## src/rtl/vend_dispatch.sv

```systemverilog
// Vend/change actuator executor: queues FSM x/y pulses, drives motor req/ack and hopper pulse/sense.
// Optional stats counters are enabled by defining VEND_DISPATCH_STATS_EN.
module vend_dispatch #(
  parameter int DEPTH     = 4,
  parameter int TIMEOUT   = 255,
  parameter int PULSE_LEN = 8
) (
  input  logic       clk,
  input  logic       rst,
  input  logic       x,
  input  logic       y,
  output logic       motor_req,
  input  logic       motor_ack,
  output logic       hopper_pulse,
  input  logic       hopper_sense,
  output logic       busy,
  output logic       overflow,
  output logic       fault,
  output logic [7:0] vend_count,
  output logic [7:0] change_count
);

  localparam int AW = $clog2(DEPTH);

  typedef enum logic [2:0] {IDLE, VEND, CHANGE, WAIT_COIN, FAULT} state_t;

  state_t          state_q, state_d;
  logic [DEPTH-1:0] chg_q;
  logic [AW-1:0]   wr_q, rd_q;
  logic [AW:0]     cnt_q, cnt_d;
  logic [7:0]      timer_q, timer_d;
  logic [7:0]      pcnt_q, pcnt_d;
  logic            chg_cur_q, chg_cur_d;
  logic            motor_req_q, hopper_pulse_q, busy_q, overflow_q, fault_q;
  logic            pop, full, push_ok, drop;

  // Pop only from IDLE, so FAULT freezes the queue while pushes still land.
  assign pop     = (state_q == IDLE) && (cnt_q != '0);
  assign full    = (cnt_q == (AW+1)'(DEPTH));
  assign push_ok = x && (!full || pop);
  assign drop    = x && full && !pop;

  always_comb begin
    cnt_d = cnt_q;
    case ({push_ok, pop})
      2'b10:   cnt_d = cnt_q + 1'b1;
      2'b01:   cnt_d = cnt_q - 1'b1;
      default: cnt_d = cnt_q;
    endcase
  end

  always_comb begin
    state_d   = state_q;
    timer_d   = timer_q;
    pcnt_d    = pcnt_q;
    chg_cur_d = chg_cur_q;
    case (state_q)
      IDLE: begin
        if (cnt_q != '0) begin
          chg_cur_d = chg_q[rd_q];
          timer_d   = '0;
          state_d   = VEND;
        end
      end
      VEND: begin
        // Ack wins over a timer that has just reached TIMEOUT.
        if (motor_ack) begin
          if (chg_cur_q) begin
            pcnt_d  = '0;
            state_d = CHANGE;
          end else begin
            state_d = IDLE;
          end
        end else if (timer_q == 8'(TIMEOUT)) begin
          state_d = FAULT;
        end else begin
          timer_d = timer_q + 8'd1;
        end
      end
      CHANGE: begin
        if (pcnt_q == 8'(PULSE_LEN - 1)) begin
          timer_d = '0;
          state_d = WAIT_COIN;
        end else begin
          pcnt_d = pcnt_q + 8'd1;
        end
      end
      WAIT_COIN: begin
        if (hopper_sense)                  state_d = IDLE;
        else if (timer_q == 8'(TIMEOUT))   state_d = FAULT;
        else                               timer_d = timer_q + 8'd1;
      end
      FAULT:   state_d = FAULT;
      default: state_d = IDLE;
    endcase
  end

  always_ff @(posedge clk) begin
    if (rst) begin
      state_q        <= IDLE;
      chg_q          <= '0;
      wr_q           <= '0;
      rd_q           <= '0;
      cnt_q          <= '0;
      timer_q        <= '0;
      pcnt_q         <= '0;
      chg_cur_q      <= 1'b0;
      motor_req_q    <= 1'b0;
      hopper_pulse_q <= 1'b0;
      busy_q         <= 1'b0;
      overflow_q     <= 1'b0;
      fault_q        <= 1'b0;
    end else begin
      state_q   <= state_d;
      cnt_q     <= cnt_d;
      timer_q   <= timer_d;
      pcnt_q    <= pcnt_d;
      chg_cur_q <= chg_cur_d;
      if (push_ok) begin
        chg_q[wr_q] <= y;
        wr_q        <= wr_q + 1'b1;
      end
      if (pop) rd_q <= rd_q + 1'b1;
      // Outputs registered from next state so they track state_q exactly.
      motor_req_q    <= (state_d == VEND);
      hopper_pulse_q <= (state_d == CHANGE);
      busy_q         <= (state_d != IDLE) || (cnt_d != '0);
      overflow_q     <= overflow_q | drop;
      fault_q        <= (state_d == FAULT);
    end
  end

  assign motor_req    = motor_req_q;
  assign hopper_pulse = hopper_pulse_q;
  assign busy         = busy_q;
  assign overflow     = overflow_q;
  assign fault        = fault_q;

`ifdef VEND_DISPATCH_STATS_EN
  logic [7:0] vend_cnt_q, chg_cnt_q;
  logic       vend_inc, chg_inc;

  assign vend_inc = (state_q == VEND) && motor_ack;
  assign chg_inc  = (state_q == WAIT_COIN) && hopper_sense;

  always_ff @(posedge clk) begin
    if (rst) begin
      vend_cnt_q <= '0;
      chg_cnt_q  <= '0;
    end else begin
      if (vend_inc) vend_cnt_q <= vend_cnt_q + 8'd1;
      if (chg_inc)  chg_cnt_q  <= chg_cnt_q + 8'd1;
    end
  end

  assign vend_count   = vend_cnt_q;
  assign change_count = chg_cnt_q;
`else
  assign vend_count   = 8'd0;
  assign change_count = 8'd0;
`endif

endmodule
```

## config.mk

```make
export PLATFORM = sky130hd
export DESIGN_NAME = vend_dispatch
export DESIGN_NICKNAME = d
export VERILOG_FILES = /design/src/rtl/vend_dispatch.sv
export SDC_FILE = /design/constraint.sdc
export NUM_CORES = 1
export LEC_CHECK = 0
export BUFFER_PORTS_ARGS = -buffer_cell sky130_fd_sc_hd__buf_2
export CAP_MARGIN = 0
export CORE_ASPECT_RATIO = 0.5
export CORE_UTILIZATION = 45
export CTS_CLUSTER_DIAMETER = 150
export CTS_CLUSTER_SIZE = 8
export DETAILED_ROUTE_END_ITERATION = 6
export PLACE_DENSITY = 0.77
export SLEW_MARGIN = 5
export SYNTH_ARGS = -nofsm -noshare
export SYNTH_HDL_FRONTEND = slang
export SYNTH_SLANG_ARGS = --single-unit
```

## constraint.sdc

```tcl
create_clock -name clk -period 2.79 [get_ports clk]
set_input_delay 0.558 -clock clk [delete_from_list [all_inputs] [get_ports clk]]
set_output_delay 0.558 -clock clk [all_outputs]
set_load 0.005 [all_outputs]
```

==> qor.txt, run 1 <==
register area share after synthesis - 35.2%
synthesized instance count - 234
quantity of gates resized following cts - 0
share of flip-flops with an asynchronous set or reset after synthesis - 0%
Die X - 97.4 um
row cnt - 16
crit path cell chain - or3b_2 > o21a_2 > inv_2 > ha_2 > inv_1 > fa_1 > xor2_2 > xor2_1 > a32o_1 > a41oi_2
GR Util met3 - 4.26%
antenna violations before repair - 0
Worst Hold Margin - 0.476 ns
cell at the root of the clock tree - clkbuf_8
number of clock sinks - 36
First-pass DRT Iterations - 4
area of combinational cells with multiple inputs - 0.00119 mm^2
# diodes - 0
Initial DRC Count - 51
count of flip-flops with a built-in enable after synthesis - 0
capturing element type of the critical path - register
internal power contribution - 0.00106 W
sum of buffers and inverters on the critical path - 2
largest area contributor in the netlist - dfxtp_1
Net Sw Frac - 37.3%
ANT nets after route - 0
placer's final routability congestion estimate - 0.805
wirelength, routed - 3.70 mm
Leakage Power - 0.848 nW
top-count cell post-synth - dfxtp_1
fin nets - 260
core area - 0.00412 mm^2
Critical Path Slowest Stage Cell - or3b_2
GR met2 Demand/Resource - 28.0%
final clock skew - 0.00797 ns
Yosys warning count - 0
hold path startpoint - chg_q[1]
first-pass GRT wire length - 6.43 mm
transition at the pin with the smallest max-transition slack - 0.571 ns
Final Hold Vio Count - 0
count of vias placed by the detailed router - 1631
launching element type of the critical path - register
CTS tree - yes
pin count of the biggest net entering global routing - 34
count of unique library cells instantiated by Yosys - 51
CTS buffer count - 5
register-to-register setup slack - 0.11 ns
max-cap violations - 0
Req. time, crit path - 3.00 ns
share of power burned in combinational logic - 39.5%
sequential share of power - 38.2%
GRT Util Overall - 16.6%
number of placed instances with taps included - 293
Min-Delay Path Depth - 2
reg-to-reg critical path endpoint - busy
family with the most delay on the worst path - compound AO/OA/AOI/OAI gates
Starting Density - 49.7%
number of setup violations in the final report - 0
count of buffers inserted at the top-level ports - 10
total DRC errors in the routed layout - 0
maximum fanout along the worst path - 6
Peak supply drop - 0.384 mV
Hold Crit Endpoint - chg_q[1]
global route total overflow - 0
FF/Latch Area - 722 um^2
post-layout minimum cycle time - 2.68 ns
Max H-tree Level - 2
top cells by instance count after synthesis - dfxtp_1 (36), nor2_1 (20), a21oi_1 (16), buf_4 (16), nand3_1 (16)
GR met1 Demand/Resource - 20.3%
Yosys top cell area share - 35.2%
unrepaired setup endpoints after global routing - no
post-DR vias/cell - 5.42
number of fillers in the final layout - 361
Synth-to-Final Area Change - 7.21%
#FFs+latches synth - 36
Total Neg Setup Slack - 0 ns
via count of the first global-routing pass - 1467
Pwr Density - 773 mW/mm^2
share of cells above drive strength 1 - 15.4%
clock tree buffer depth - 2
hold bufs inserted after CTS - 0
die outline area - 0.00484 mm^2
CTS clk-pin slew, worst paths - 0.07 ns
data arrival time of the critical path - 2.90 ns
pins over their slew limit - 0
maximum single-stage delay on the critical path - 0.46 ns
clock network fraction of total power - 22.4%
HP Class - register to register
busiest layer in global routing - met2
outcome - complete, no violations
startpoint of the worst register-to-register path - cnt_q[2]
worst reg-to-reg path cell count - 10
clock latency at the later pin of the worst-skew pair - 0.29 ns
buffers inserted during post-CTS setup optimization - 0
die height - 49.7 um
synth top area cells - dfxtp_1 (35%), buf_4 (5.9%), mux2i_1 (4.4%)
HPWL after detailed placement - 2.73 mm
critical path type - register to register
Mean Syn Cell Area - 8.75 um^2
non-filler cells, final - 301
dominant register cell in the synthesized netlist - dfxtp_1
Routed WL per cell - 12.3 um
Slew Limit Headroom - 62.0%
highest achievable clock rate - 373 MHz
cell area after synthesis - 0.00205 mm^2
number of primary I/O pins - 27
fin crit share - 96.2%
P_sw - 0.000633 W
-- how the worst max path moves through the flow --
| stage | from | end | cells after the start |
|---|---|---|---|
| final | cnt_q[2] | busy | 10 |
| after global routing | cnt_q[2] | busy | 10 |
| after CTS | cnt_q[2] | busy | 10 |
| after detailed placement | cnt_q[2] | busy | 10 |
| after global placement | cnt_q[2] | busy | 10 |
| after floorplan | cnt_q[2] | busy | 10 |
-- registers in the layout, indices dropped and copies added (netlist names) --
name,flops
wr_q,2
overflow,1
chg_cur_q,1
state_q,3
chg_q,4
hopper_pulse,1
cnt_q,3
motor_req,1
fault,1
busy,1
timer_q,8
rd_q,2
pcnt_q,8
-- per-layer routing --
layer,vias up,wire [um]
met4,0,69
li1,827,-
met5,-,0
met2,34,1650
met3,8,115
met1,762,1870
-- per-stage QoR --
step / setup slack, ns / cell area, um^2 / utilization (%) / total power (W)
final: 0.107 / 2200 / 53.2 / 0.00170
after detailed placement: 0.0748 / 2080 / 50.4 / 0.00129
after CTS: 0.0473 / 2170 / 52.6 / 0.00167
after floorplan: 0.188 / 2100 / - / 0.00117
after global routing: 0.0131 / 2200 / 53.2 / 0.00182
after global placement: 0.149 / 2080 / 50.4 / 0.00126
-- power groups by stage --
stage	combinational, W	clock, W	sequential, W
floorplan	0.000527	0	0.000641
global placement	0.000616	0	0.000647
detailed placement	0.000634	0	0.000654
CTS	0.000638	0.000392	0.000642
global route	0.000751	0.000413	0.000659
finish	0.000671	0.000380	0.000648
-- cells in the final DEF (no fill, tap or decap), drive strengths merged, types with 3 or more instances in the layout --
cell | Yosys | routed
dfxtp | 36 | 36
nor2 | 20 | 20
a21oi | 17 | 17
nand3 | 16 | 16
conb | 1 | 16
inv | 15 | 15
buf | 19 | 12
nand2 | 10 | 10
mux2i | 9 | 9
nand2b | 8 | 8
o21ai | 7 | 7
ha | 7 | 7
nor3 | 7 | 7
clkbuf | 3 | 6
nand4 | 5 | 5
or3 | 4 | 4
nand3b | 4 | 4
o32ai | 4 | 4
xor2 | 4 | 4
nor2b | 3 | 3
-- area by class of cell --
cell class,instances,share of cell area [%]
tap,54,3.08
clock inverter,2,0.456
inverter,15,2.56
sequential,36,32.9
multi-input combinational,176,54.3
clock buffer,6,3.76
timing repair buffer,12,2.96
-- worst register-to-register path: stages (launching register included) --
cell and delay, ns:
dfxtp_2 0.37, or3b_2 0.46, o21a_2 0.22, inv_2 0.09, ha_2 0.22, inv_1 0.06, fa_1 0.41, xor2_2 0.18
xor2_1 0.15, a32o_1 0.28, a41oi_2 0.18
-- kinds of logic after synthesis --
group / Yosys count / synth area share, %
other: 1 / 0.183
xor gates and xnor gates: 6 / 2.57
buffers and inverters: 37 / 10.5
muxes: 12 / 6.78
AOI/OAI and AO/OA: 45 / 15.0
and+or+nand+nor: 89 / 24.5
DFF: 36 / 35.2
adders and majority gates: 8 / 5.25
No activity file was read; power rests on OpenSTA's default activity.
==> inputs of run 2 (changes only) <==
- PLACE_DENSITY: 0.77 -> not set
- PLACE_DENSITY_LB_ADDON: not set -> 0.2
- SLEW_MARGIN: 5 -> not set
==> run 2 against run 1 <==
Effect of this change:
- combinational power about the same
- register-to-register slack about the same
- flip-flop and latch count stayed put
- clock-buffer cell count rose by 1
- critical path depth did not move
- clock skew down 0.0028 ns
- die area stayed put
- total power grew 0.31%
- utilization down 0.15 points
- first-iteration DRC count up 120%
- routed wire length rose by 4.1%
- hold slack better by 0.00083 ns
==> qor.txt, run 2 (synthesized netlist as in run 1, its figures left out) <==
outcome - complete, no violations
area of combinational cells with multiple inputs - 0.00118 mm^2 (-0.63%)
top flop regs - pcnt_q (8), timer_q (8), chg_q (4)
count of buffers inserted at the top-level ports - 10 (unchanged)
Peak supply drop - 0.531 mV (+38%)
antenna violations before repair - 0 (unchanged)
most common cell after layout, fill and taps aside - dfxtp_1
pre-CTS setup slack - 0.0642 ns (-0.0106 ns)
sequential share of power - 37.9% (-0.3 points)
count of vias placed by the detailed router - 1616 (-0.92%)
Routed WL per cell - 12.8 um (+4.1%)
post-DR vias/cell - 5.37 (-0.92%)
Layout Cell Area excl Fill - 0.00219 mm^2 (-0.29%)
placer's final routability congestion estimate - 0.786 (-2.4%)
Final Hold Vio Count - 0 (unchanged)
CTS tree - yes
die height - 49.7 um (unchanged)
# diodes - 0 (unchanged)
Synth-to-Final Area Change - 6.90%
pin count of the biggest net entering global routing - 34 (unchanged)
Net Sw Frac - 37.4% (+0.13 points)
Initial DRC Count - 113 (+120%)
data arrival time of the critical path - 2.89 ns (about the same)
highest achievable clock rate - 373 MHz (about the same)
HPWL after detailed placement - 2.83 mm (+3.6%)
row cnt - 16 (unchanged)
unrepaired setup endpoints after global routing - no
post-layout minimum cycle time - 2.68 ns (-0.000929 ns)
critical path type - register to register
internal power contribution - 0.00107 W (+0.11%)
First-pass DRT Iterations - 4 (unchanged)
CTS buffer count - 5 (unchanged)
capturing element type of the critical path - register
first-pass GRT wire length - 6.70 mm (+4.2%)
die outline area - 0.00484 mm^2 (unchanged)
Setup WS post-layout - 0.108 ns (+0.000929 ns)
Req. time, crit path - 3.00 ns (about the same)
Slew Limit Headroom - 62.1% (+0.18 points)
max-cap violations - 0 (unchanged)
number of clock sinks - 36 (unchanged)
final clock skew - 0.00513 ns (-0.00284 ns)
HP Class - register to register
Die X - 97.4 um (unchanged)
most used cells in the layout excluding fill and tap cells - dfxtp_1 (35), nor2_1 (20), nand3_1 (16), a21oi_1 (16), conb_1 (16)
number of fillers in the final layout - 407 (+13%)
launching element type of the critical path - register
maximum fanout along the worst path - 6 (unchanged)
Total Neg Setup Slack - 0 ns (unchanged)
P_sw - 0.000638 W (+0.65%)
wirelength, routed - 3.85 mm (+4.1%)
pins over their slew limit - 0 (unchanged)
ANT nets after route - 0 (unchanged)
GRT Util Overall - 17.7% (+1.1 points)
clock network fraction of total power - 22.8% (+0.4 points)
total DRC errors in the routed layout - 0 (unchanged)
CTS clk-pin slew, worst paths - 0.07 ns (about the same)
transition at the pin with the smallest max-transition slack - 0.568 ns (-0.00271 ns)
Pwr Density - 778 mW/mm^2 (+0.60%)
Max H-tree Level - 2 (unchanged)
Starting Density - 49.7% (unchanged)
fin nets - 260 (unchanged)
via count of the first global-routing pass - 1482 (+1.0%)
clock tree buffer depth - 2 (unchanged)
hold bufs inserted after CTS - 0 (unchanged)
DP Area - 0.00208 mm^2 (unchanged)
number of setup violations in the final report - 0 (unchanged)
buffers inserted during post-CTS setup optimization - 0 (unchanged)
number of primary I/O pins - 27 (unchanged)
global route total overflow - 0 (unchanged)
Leakage Power - 0.841 nW (-0.82%)
core area - 0.00412 mm^2 (unchanged)
fin crit share - 96.1% (about the same)
FF/Latch Area - 722 um^2 (unchanged)
share of power burned in combinational logic - 39.3% (-0.2 points)
share of cells above drive strength 1 - 14.6% (-0.81 points)
clock latency at the later pin of the worst-skew pair - 0.29 ns (about the same)
cell at the root of the clock tree - clkbuf_8
[run 2: changes by cell type in the layout (fill, tap and decap cells not counted), sizes merged]
cell,delta
clkinv,-2
clkbuf,+1
clkinvlp,+1
[run 2: layer usage]
layer  share of wire (%)  GRT usage, %  vias to the layer above
met3                 3.6          5.11                        6
met4                 1.5          7.35                        0
met2                  45          28.7                       30
met5                   0             0                        -
met1                  50          22.3                      754
li1                    -             -                      826
[run 2: final timing paths]
path,startpoint,cells past startpoint,slack [ns],to
max,cnt_q[2],10,0.11,busy
min,overflow,2,0.48,overflow
max reg2reg,cnt_q[2],10,0.11,busy
min reg2reg,overflow,2,0.48,overflow
[run 2: repair_timing]
action | in CTS | in global routing
gates cloned | 0 | 0
gates resized for setup | 2 | 3
pin swaps | 0 | 0
setup endpoints to repair | 1 | 1
[run 2: stage by stage]
step | hold slack, ns | std cells | util, % | total power, W
5_1_grt | 0.507 | 301 | 53.1 | 0.00183
4_1_cts | 0.485 | 301 | 52.9 | 0.00170
2_1_floorplan | 0.451 | 249 | - | 0.00117
3_5_place_dp | 0.465 | 293 | 50.4 | 0.00129
6_report | 0.477 | 301 | 53.1 | 0.00170
3_3_place_gp | 0.455 | 293 | 50.4 | 0.00127
[run 2: power groups by stage]
| stage | Sequential (W) | Clock, W | Combinational (W) |
|---|---|---|---|
| 4_1_cts | 0.000643 | 0.000396 | 0.000660 |
| 3_5_place_dp | 0.000652 | 0 | 0.000635 |
| 3_3_place_gp | 0.000649 | 0 | 0.000623 |
| 2_1_floorplan | 0.000641 | 0 | 0.000527 |
| 5_1_grt | 0.000658 | 0.000419 | 0.000751 |
| 6_report | 0.000645 | 0.000388 | 0.000670 |
[run 2: cell type report]
class,count,share of cell area [%]
Multi-Input combinational cell,176,54.1
Sequential cell,36,33.0
Tap cell,54,3.09
Inverter,15,2.57
Clock buffer,7,3.94
Timing Repair Buffer,12,2.97
Clock inverter,1,0.343
[run 2: critical path: stages (launching register included)]
cell and delay (ns):
dfxtp_2 0.37, or3b_2 0.46, o21a_2 0.22, inv_2 0.09
ha_2 0.21, inv_1 0.06, fa_1 0.40, xor2_2 0.18
xor2_1 0.16, a32o_1 0.27, a41oi_1 0.19
